===== src/rtl/fpu_seq.sv =====
// fpu_seq: multicycle FP execute unit (FADD, FMUL, FADDH, FMULH) with truncating rounding.
// Optional macro FPU_FLAGS_EN adds flags[3:0] = {invalid, overflow, underflow, inexact}.
module fpu_seq #(
   parameter int MUL_BITS_PER_CYCLE = 1
) (
   input  logic        clk,
   input  logic        reset,
   input  logic        start,
   input  logic [1:0]  op,
   input  logic [31:0] a,
   input  logic [31:0] b,
   output logic        busy,
   output logic        done,
`ifdef FPU_FLAGS_EN
   output logic [3:0]  flags,
`endif
   output logic [31:0] result
);
   // state  | meaning
   // IDLE   | waiting for start (ignored while done is high)
   // UNPACK | split latched operands, detect NaN/zero, seed multiplier
   // ALIGN  | order by magnitude, right-shift smaller mantissa
   // ADD    | add/subtract magnitudes
   // MUL    | iterative shift-add mantissa product
   // NORM   | fix carry-out or shift left until hidden bit set
   // PACK   | assemble and register result, pulse done
   localparam int K = MUL_BITS_PER_CYCLE;
   localparam logic [4:0] MUL_LAST_S = 5'(24 / K - 1);
   localparam logic [4:0] MUL_LAST_H = 5'((11 + K - 1) / K - 1);

   typedef enum logic [2:0] {
      S_IDLE, S_UNPACK, S_ALIGN, S_ADD, S_MUL, S_NORM, S_PACK
   } state_t;

   state_t state, state_n;
   logic   accept;

   logic               half_q, mul_q;
   logic [31:0]        a_q, b_q;
   logic               sa_q, sb_q, sign_r, nan_q, sub_q;
   logic [7:0]         ea_q, eb_q;
   logic [23:0]        ma_q, mb_q;
   logic signed [11:0] exp_r;
   logic [47:0]        m, mcand, partial;
   logic [23:0]        mq;
   logic [4:0]         cnt;

   logic               ua_s, ub_s, ua_nan, ub_nan;
   logic [7:0]         ua_e, ub_e, emax;
   logic [23:0]        ua_m, ub_m;
   logic signed [11:0] emax_s;

   always_comb begin
      if (half_q) begin
         ua_s = a_q[15];
         ua_e = {3'b0, a_q[14:10]};
         ua_m = {13'b0, 1'b1, a_q[9:0]};
         ub_s = b_q[15];
         ub_e = {3'b0, b_q[14:10]};
         ub_m = {13'b0, 1'b1, b_q[9:0]};
         emax = 8'd31;
      end else begin
         ua_s = a_q[31];
         ua_e = a_q[30:23];
         ua_m = {1'b1, a_q[22:0]};
         ub_s = b_q[31];
         ub_e = b_q[30:23];
         ub_m = {1'b1, b_q[22:0]};
         emax = 8'd255;
      end
      ua_nan = (ua_e == emax);
      ub_nan = (ub_e == emax);
      // zero and denormal inputs are flushed
      if (ua_e == 8'd0) ua_m = '0;
      if (ub_e == 8'd0) ub_m = '0;
      emax_s = $signed({4'b0, emax});
   end

   logic        swap;
   logic [7:0]  e_big, d;
   logic [23:0] m_big, m_small, m_shift;

   always_comb begin
      swap    = {eb_q, mb_q} > {ea_q, ma_q};
      e_big   = swap ? eb_q : ea_q;
      m_big   = swap ? mb_q : ma_q;
      m_small = swap ? ma_q : mb_q;
      d       = swap ? (eb_q - ea_q) : (ea_q - eb_q);
      if (d >= (half_q ? 8'd13 : 8'd26)) m_shift = '0;
      else                              m_shift = m_small >> d;
   end

   logic [24:0] sum;
   assign sum = sub_q ? ({1'b0, ma_q} - {1'b0, mb_q}) : ({1'b0, ma_q} + {1'b0, mb_q});

   always_comb begin
      partial = '0;
      for (int i = 0; i < K; i++)
         if (mq[i]) partial = partial + (mcand << i);
   end

   logic [31:0] pack_v;
   always_comb begin
      if (nan_q)
         pack_v = half_q ? 32'h0000_7E00 : 32'h7FC0_0000;
      else if (m == '0 || exp_r <= 12'sd0)
         pack_v = half_q ? {16'b0, sign_r, 15'b0} : {sign_r, 31'b0};
      else if (exp_r >= emax_s)
         pack_v = half_q ? {16'b0, sign_r, 5'h1F, 10'b0} : {sign_r, 8'hFF, 23'b0};
      else
         pack_v = half_q ? {16'b0, sign_r, exp_r[4:0], m[45:36]}
                         : {sign_r, exp_r[7:0], m[45:23]};
   end

   always_ff @(posedge clk) begin
      if (reset) state <= S_IDLE;
      else       state <= state_n;
   end

   always_comb begin
      state_n = state;
      accept  = 1'b0;
      busy    = (state != S_IDLE);
      case (state)
         S_IDLE:
            if (start && !done) begin
               accept  = 1'b1;
               state_n = S_UNPACK;
            end
         S_UNPACK:
            if (ua_nan || ub_nan)               state_n = S_PACK;
            else if (!mul_q)                    state_n = S_ALIGN;
            else if (ua_m == '0 || ub_m == '0)  state_n = S_PACK;
            else                                state_n = S_MUL;
         S_ALIGN: state_n = S_ADD;
         S_ADD:   state_n = S_NORM;
         S_MUL:   if (cnt == 5'd0) state_n = S_NORM;
         S_NORM:  if (m[47] || m[46] || m == '0) state_n = S_PACK;
         S_PACK:  state_n = S_IDLE;
         default: state_n = S_IDLE;
      endcase
   end

   always_ff @(posedge clk) begin
      if (reset) begin
         result <= '0;
         done   <= 1'b0;
         half_q <= 1'b0;
         mul_q  <= 1'b0;
         a_q    <= '0;
         b_q    <= '0;
         sa_q   <= 1'b0;
         sb_q   <= 1'b0;
         sign_r <= 1'b0;
         nan_q  <= 1'b0;
         sub_q  <= 1'b0;
         ea_q   <= '0;
         eb_q   <= '0;
         ma_q   <= '0;
         mb_q   <= '0;
         exp_r  <= '0;
         m      <= '0;
         mcand  <= '0;
         mq     <= '0;
         cnt    <= '0;
      end else begin
         done <= 1'b0;
         case (state)
            S_IDLE:
               if (accept) begin
                  a_q    <= a;
                  b_q    <= b;
                  half_q <= op[1];
                  mul_q  <= op[0];
               end
            S_UNPACK: begin
               sa_q   <= ua_s;
               sb_q   <= ub_s;
               ea_q   <= ua_e;
               eb_q   <= ub_e;
               ma_q   <= ua_m;
               mb_q   <= ub_m;
               nan_q  <= ua_nan | ub_nan;
               sign_r <= ua_s ^ ub_s;
               m      <= '0;
               exp_r  <= $signed({4'b0, ua_e}) + $signed({4'b0, ub_e})
                         - (half_q ? 12'sd15 : 12'sd127);
               mcand  <= {24'b0, ua_m};
               mq     <= ub_m;
               cnt    <= half_q ? MUL_LAST_H : MUL_LAST_S;
            end
            S_ALIGN: begin
               ma_q   <= m_big;
               mb_q   <= m_shift;
               sign_r <= swap ? sb_q : sa_q;
               sub_q  <= sa_q ^ sb_q;
               exp_r  <= $signed({4'b0, e_big});
            end
            S_ADD: begin
               // hidden bit lands at 46 for both formats so NORM/PACK are shared
               m <= half_q ? ({23'b0, sum} << 36) : ({23'b0, sum} << 23);
               if (sub_q && sum == '0) sign_r <= 1'b0;
            end
            S_MUL: begin
               m     <= (cnt == 5'd0 && half_q) ? ((m + partial) << 26) : (m + partial);
               mcand <= mcand << K;
               mq    <= mq >> K;
               cnt   <= cnt - 5'd1;
            end
            S_NORM:
               if (m[47]) begin
                  m     <= m >> 1;
                  exp_r <= exp_r + 12'sd1;
               end else if (m != '0 && !m[46]) begin
                  m     <= m << 1;
                  exp_r <= exp_r - 12'sd1;
               end
            S_PACK: begin
               result <= pack_v;
               done   <= 1'b1;
            end
            default: ;
         endcase
      end
   end

`ifdef FPU_FLAGS_EN
   logic inex_q, lost_al, lost_pk, ovf, unf;

   assign lost_al = (d >= (half_q ? 8'd13 : 8'd26)) ? (m_small != '0)
                                                   : ((m_shift << d) != m_small);
   assign lost_pk = half_q ? (m[35:0] != '0) : (m[22:0] != '0);
   assign ovf     = !nan_q && m != '0 && exp_r >= emax_s;
   assign unf     = !nan_q && m != '0 && exp_r <= 12'sd0;

   always_ff @(posedge clk) begin
      if (reset) begin
         flags  <= '0;
         inex_q <= 1'b0;
      end else begin
         if (accept) begin
            flags  <= '0;
            inex_q <= 1'b0;
         end
         if (state == S_ALIGN && lost_al)       inex_q <= 1'b1;
         if (state == S_NORM && m[47] && m[0])  inex_q <= 1'b1;
         if (state == S_PACK)
            flags <= {nan_q, ovf, unf, inex_q | (!nan_q && lost_pk)};
      end
   end
`endif

endmodule


===== config.mk =====
export PLATFORM = sky130hd
export DESIGN_NAME = fpu_seq
export DESIGN_NICKNAME = d
export VERILOG_FILES = /design/src/rtl/fpu_seq.sv
export SDC_FILE = /design/constraint.sdc
export NUM_CORES = 1
export LEC_CHECK = 0
export ABC_CLOCK_PERIOD_IN_PS = 8400
export CAP_MARGIN = 20
export CORE_UTILIZATION = 55
export DETAILED_ROUTE_END_ITERATION = 6
export PLACE_DENSITY = 0.73
export SYNTH_ARGS = -nofsm -noshare
export SYNTH_HDL_FRONTEND = slang
export SYNTH_SLANG_ARGS = --single-unit

===== constraint.sdc =====
create_clock -name clk -period 8.4 [get_ports clk]
set_clock_uncertainty 0.2 [all_clocks]
set_input_delay 2.52 -clock clk [delete_from_list [all_inputs] [get_ports clk]]
set_output_delay 2.52 -clock clk [all_outputs]
set_load 0.03 [all_outputs]

* After elaboration in Yosys (flattened, before gate mapping)
Index checks and enable logic that the tools add are counted.
** Storage, ports and cells
- Bits in registers :: 308
- Input port bits :: 69
- Output and inout bits :: 34
- Logic and storage cells :: 138
** Operators by class
- $add $sub $neg :: 10
- $lt $le $gt $ge :: 4
- Equality and inequality tests :: 14
- Shifts and indexed selects :: 1
- Muxes and demuxes :: 52
- Bitwise logic cells :: 3
- Reductions and logical operators :: 32
** Operators by type and width (count)
- $mux 48 :: 5
- $mux 32 :: 6
- $pmux 48 s4 :: 1
- $mux 24 :: 7
- $pmux 24 s2 :: 3
- $pmux 48 s2 :: 1
- $add 48x48->48 :: 1
- $logic_not 24->1 :: 2
- $logic_not 48->1 :: 1
- $reduce_bool 48->1 :: 1
- $mux 8 :: 5
- $pmux 12 s3 :: 1
- $gt 32x32->1 :: 1
- $mux 31 :: 1
- $add 24x24->25 :: 1
- $logic_not 25->1 :: 1
- $mux 25 :: 1
- $sub 24x24->25 :: 1
- $mux 12 :: 2
- $shr 24x8->24 :: 1
- $pmux 3 s6 :: 1
- $eq 8x8->1 :: 2
- $logic_not 8->1 :: 2
- $sub 8x8->8 :: 2
- 32 further kinds :: 66

* Longest topological paths before layout
- Depth in word-level cells :: 9
- Depth in mapped cells :: 24
- Depth with buffers taken out :: 22

* Worst setup path before layout
No wires, ideal clock.
- Path kind :: register to register
- Start :: register mb_q[2]
- End :: register sign_r
- Library setup time :: 0.116 ns
- Data arrival time :: 4.604 ns
- Data required time :: 8.084 ns
- Setup slack :: 3.480 ns
- Cell stages (with the launch flop) :: 21
- Path buffers :: 2
- Period minus slack after synthesis :: 4.920 ns
- Path through :: dfxtp_1 clkbuf_1 or4_1 nor3_1 nor3b_1 nand2_1 or3_1 nor2b_1 xnor2_1 ha_1 clkbuf_1 nor2_1 nor2_1 o21ai_0 a211o_1 or2_2 o21ai_0 nor3_1 and4_1 a311o_1 o211a_1
** Between the ends
- Word-level cells in the longest chain between the ends :: 6
- Elaborated cells between the ends (all ways) :: 10
- Those cells by class :: 2 x add/sub; 1 x order compare; 1 x eq/ne; 3 x mux; 3 x reduce/logical
** Ends and longest elaborated chain
- start: declaration :: RTL line 42 : logic [23:0] ma_q, mb_q;
- start signal: assignment :: RTL line 182 : mb_q <= ub_m;
- start signal: assignment :: RTL line 194 : mb_q <= m_shift;
- $add 24x24->25 or $sub 24x24->25 (tied branches) :: RTL line 94 : assign sum = sub_q ? ({1'b0, ma_q} - {1'b0, mb_q}) : ({1'b0, ma_q} + {1'b0, mb_q});
- $mux 25 :: RTL line 94
- $logic_not 25->1 :: RTL line 202 : if (sub_q && sum == '0) sign_r <= 1'b0;
- $logic_and 1x1->1 :: RTL line 202
- $ne 2x2->1 (no source line)
- $reduce_and 2->1 (no source line)
- end signal: assignment :: RTL line 184 : sign_r <= ua_s ^ ub_s;
- end signal: assignment :: RTL line 195 : sign_r <= swap ? sb_q : sa_q;
- end: declaration :: RTL line 40 : logic sa_q, sb_q, sign_r, nan_q, sub_q;
Several ways; a longest one is shown, not always the timed one.
A chain may end at the register's enable or synchronous reset.

* Worst setup path in the final report
- Start :: register ea_q[3]
- End :: register mb_q[8]
** Between the ends
- Word-level cells in the longest chain between the ends :: 5
- Elaborated cells between the ends (all ways) :: 9
- Those cells by class :: 2 x add/sub; 2 x order compare; 1 x shift; 4 x mux
** Ends and longest elaborated chain
- start: declaration :: RTL line 41 : logic [7:0] ea_q, eb_q;
- start signal: assignment :: RTL line 179 : ea_q <= ua_e;
- $gt 32x32->1 or $sub 8x8->8 (tied branches) :: RTL line 84, 88
- $mux 24 or $mux 8 (tied branches) :: RTL line 87, 88
- $shr 24x8->24 or $ge 8x5->1 (tied branches) :: RTL line 90, 89
- $mux 24 (*) :: RTL line 89 : if (d >= (half_q ? 8'd13 : 8'd26)) m_shift = '0;
- $pmux 24 s2 (*) :: RTL line 168 : case (state)
Mark *: on every way between the ends. The rest lies on a longest branch, timed or not.

==> run metrics <==
status complete, but fails checks; failing checks DRC; H-tree depth 2; CTS tree built; Leak around 9.5 nW; row cnt 73; hold depth 2; CP max stage delay 0.60 ns; RR Endpoint mb_q[8]$_SDFFE_PP0P_; critical path startpoint category flip-flop; R2R depth 20; WL/cell between 20 and 25 µm; R2R setup slack around 1.9 ns; clock latency on the worst-skew pair about 0.57 ns; Synth area leaders dfxtp_1, ha_1, nand2_1, a21oi_1, nor2_1; Netlist Area Pre-Place 0.0221 mm²; initial antenna violation count 3; register area share after synthesis ~28%; CP most frequent cell ha_1; fin nets around 3,000; Final setup viols 0; clock buffers created by TritonCTS 37; Area growth syn-to-layout 10.8%; most common cell in the netlist nand2_1; fraction of layout cells with a size suffix above 1 between 6 and 7%; max_slew headroom roughly 21%; Power Density 493 mW/mm²; worst-path fanout max 26; Overflow after GRT 0; top-area cell type share of the netlist area between 20% and 30%; Synth area leader dfxtp_1; Avg Inst Size Synth around 7.7 µm²; Final Hold Fails 0; First-pass DRT Iterations 7; clk sinks between 300 and 400; Post-synth top cells nand2_1, dfxtp_1, nor2_1, a21oi_1, clkbuf_1; setup_tns 0 ns; global-route usage over all layers 39.5%; Data required, critical path 8.69 ns; fmax about 0.15 GHz; Starting Density between 50 and 60%; core footprint roughly 0.040 mm²; Top Ports between 100 and 150; antenna fix cells 0; vias in the first global route around 21,000; WS Path Type flip-flop to flip-flop; CP max stage cell ha_1; HPWL after DPL 61,600 µm; ys async rst share 0%; first-pass GRT wire length between 100,000 and 150,000 µm; DRC viols 5; Hold-fix buffers, CTS 0; clock period minus worst slack between 6 and 7 ns; Worst EP arrival around 6.8 ns; postcts setup bufs 0; synthesized flop and latch total around 310; HP Class flip-flop to flip-flop; I/O Buffers ~100; number of gates resized after cts 0; Starting DRT DRC Count roughly 3,500; design area around 0.024 mm²; crit path buf inv count 3; Die Y-Extent about 200 µm; Crit. End Element flip-flop; Final Cycle Share between 70% and 80%; worst hold start result[17]$_SDFFE_PP0P_; RSZ-0062 raised after global routing false; pre-CTS setup slack around 2.1 ns; yosys warns 0; Post-synth EDFFs 0; Slew @ Worst Pin between 1 and 1.5 ns; Top delay family on crit path simple AND/OR/NAND/NOR gates; WHS Endpoint result[17]$_SDFFE_PP0P_; via count 23,100; Chip Width 202 µm; ys flop type dfxtp_1; Die Area ~0.041 mm²; routability cong. ~1; syn_nets around 3,100; Distinct cells, synth 89; Via-to-Cell Ratio around 7; synthesized instance count 2,879; clk slew on worst S/H paths about 0.060 ns; buffer levels on the longest clock path 3; RR Startpoint ea_q[3]$_SDFFE_PP0P_; Final Routed Wirelength about 83,000 µm; VDD IR max approximately 0.4 mV; DP Area ~0.023 mm²; pin count of the biggest net entering global routing around 120; Max-Cap Viols 0; worst-path cell chain inv_1, ha_1, nand4_1, or4_1, a311o_1, nand2_4, mux2i_2, buf_4, clkinv_1, ha_1, a21oi_1, nor2b_1, o21ai_0, nor2_1, o211ai_1, o211ai_2, a211oi_4, nand2_2, or3_1, a31oi_1; number of routed nets with antenna violations 0; root buffer cell clkbuf_16; Final WS setup ~1.9 ns; max-slew violations 0
[state kept, by name, summed over array words and instances, names as in the netlist]
| register | cells |
|---|---|
| sb_q | 1 |
| state | 3 |
| mcand | 48 |
| result | 32 |
| sa_q | 1 |
| m | 48 |
| mq | 24 |
| nan_q | 1 |
| a_q | 32 |
| ea_q | 8 |
| mb_q | 24 |
| sign_r | 1 |
| b_q | 32 |
| eb_q | 8 |
| exp_r | 12 |
| done | 1 |
| half_q | 1 |
| mul_q | 1 |
| sub_q | 1 |
| ma_q | 24 |
| cnt | 5 |
[layout by cell type, fill, tap and decap left out, types with 53 or more instances in the layout]
cell type / synthesis / routed
a21o_1: 53 / 53
a21oi_1: 273 / 273
a222oi_1: 73 / 73
a22oi_1: 60 / 60
and2_1: 64 / 64
clkdlybuf4s50_1: 0 / 101
dfxtp_1: 308 / 306
ha_1: 148 / 148
inv_1: 95 / 95
nand2_1: 384 / 384
nand3_1: 67 / 67
nor2_1: 293 / 286
o21ai_0: 150 / 148
xnor2_1: 65 / 64
[stage by stage]
| step | hold slack, ns | total power [mW] | cells | utilization [%] |
|---|---|---|---|---|
| after floorplan | 0.232 | 7.82 | 2879 | - |
| after global placement | 0.244 | 10.1 | 3332 | 58.7 |
| after detailed placement | 0.248 | 10.1 | 3332 | 58.7 |
| after CTS | 0.256 | 11.8 | 3396 | 61.8 |
| after global routing | 0.285 | 12.6 | 3397 | 61.8 |
| final | 0.255 | 12.1 | 3397 | 61.8 |
[worst min-delay path, delay by kind of cell (launching register included)]
kind / cells / cell delay [ns]
DFF: 1 / 0.31
and+or+nand+nor: 1 / 0.05
AOI/OAI and AO/OA: 1 / 0.05
[worst max path at each step]
stage	start	to	slack, ns	cells past startpoint
final	ea_q[3]$_SDFFE_PP0P_	mb_q[8]$_SDFFE_PP0P_	1.91	20
after global routing	ea_q[3]$_SDFFE_PP0P_	mb_q[8]$_SDFFE_PP0P_	1.47	19
after CTS	ea_q[3]$_SDFFE_PP0P_	mb_q[8]$_SDFFE_PP0P_	2.00	20
after detailed placement	ea_q[3]$_SDFFE_PP0P_	mb_q[8]$_SDFFE_PP0P_	2.05	20
after global placement	ea_q[3]$_SDFFE_PP0P_	mb_q[8]$_SDFFE_PP0P_	2.09	19
after floorplan	mb_q[2]$_SDFFE_PP0P_	sign_r$_SDFFE_PP0P_	3.48	20
[area by class of cell]
class,instances,area (µm²)
Inverter,98,373
Clock buffer,52,1070
Timing Repair Buffer,137,1290
Fill cell,3563,15100
Clock inverter,12,141
Multi-Input combinational cell,2265,14800
Tap cell,525,657
Sequential cell,308,6170
[cell families (layout without fill, tap and decap cells)]
logic type | after synthesis | count (layout) | share of synthesized area [%]
AO/OA/AOI/OAI | 916 | 916 | 27.9
XOR/XNOR | 96 | 96 | 3.87
adder cells (fa/ha/maj) | 154 | 154 | 8.92
buffers and inverters | 306 | 299 | 5.49
flip-flops | 308 | 308 | 27.9
multiplexers | 86 | 86 | 5.24
AND/OR/NAND/NOR | 1013 | 1013 | 20.7
[layer usage]
layer	share of wire [%]	vias up	global-route usage, %	wire length (µm)
met2	43	1400	58.2	35400
met5	0.026	-	0	22
met3	12	212	8.17	9630
met1	42	11000	56.5	35200
met4	3.5	4	14.6	2950
li1	-	10500	-	-
[where the power goes]
part | leakage [nW] | internal (mW) | switching (mW) | total, mW
logic | 6.42 | 2.79 | 5.43 | 8.22
registers | 2.51 | 1.73 | 0.482 | 2.21
clock network | 0.594 | 0.954 | 0.676 | 1.63
(Power assumes the default switching activity.)
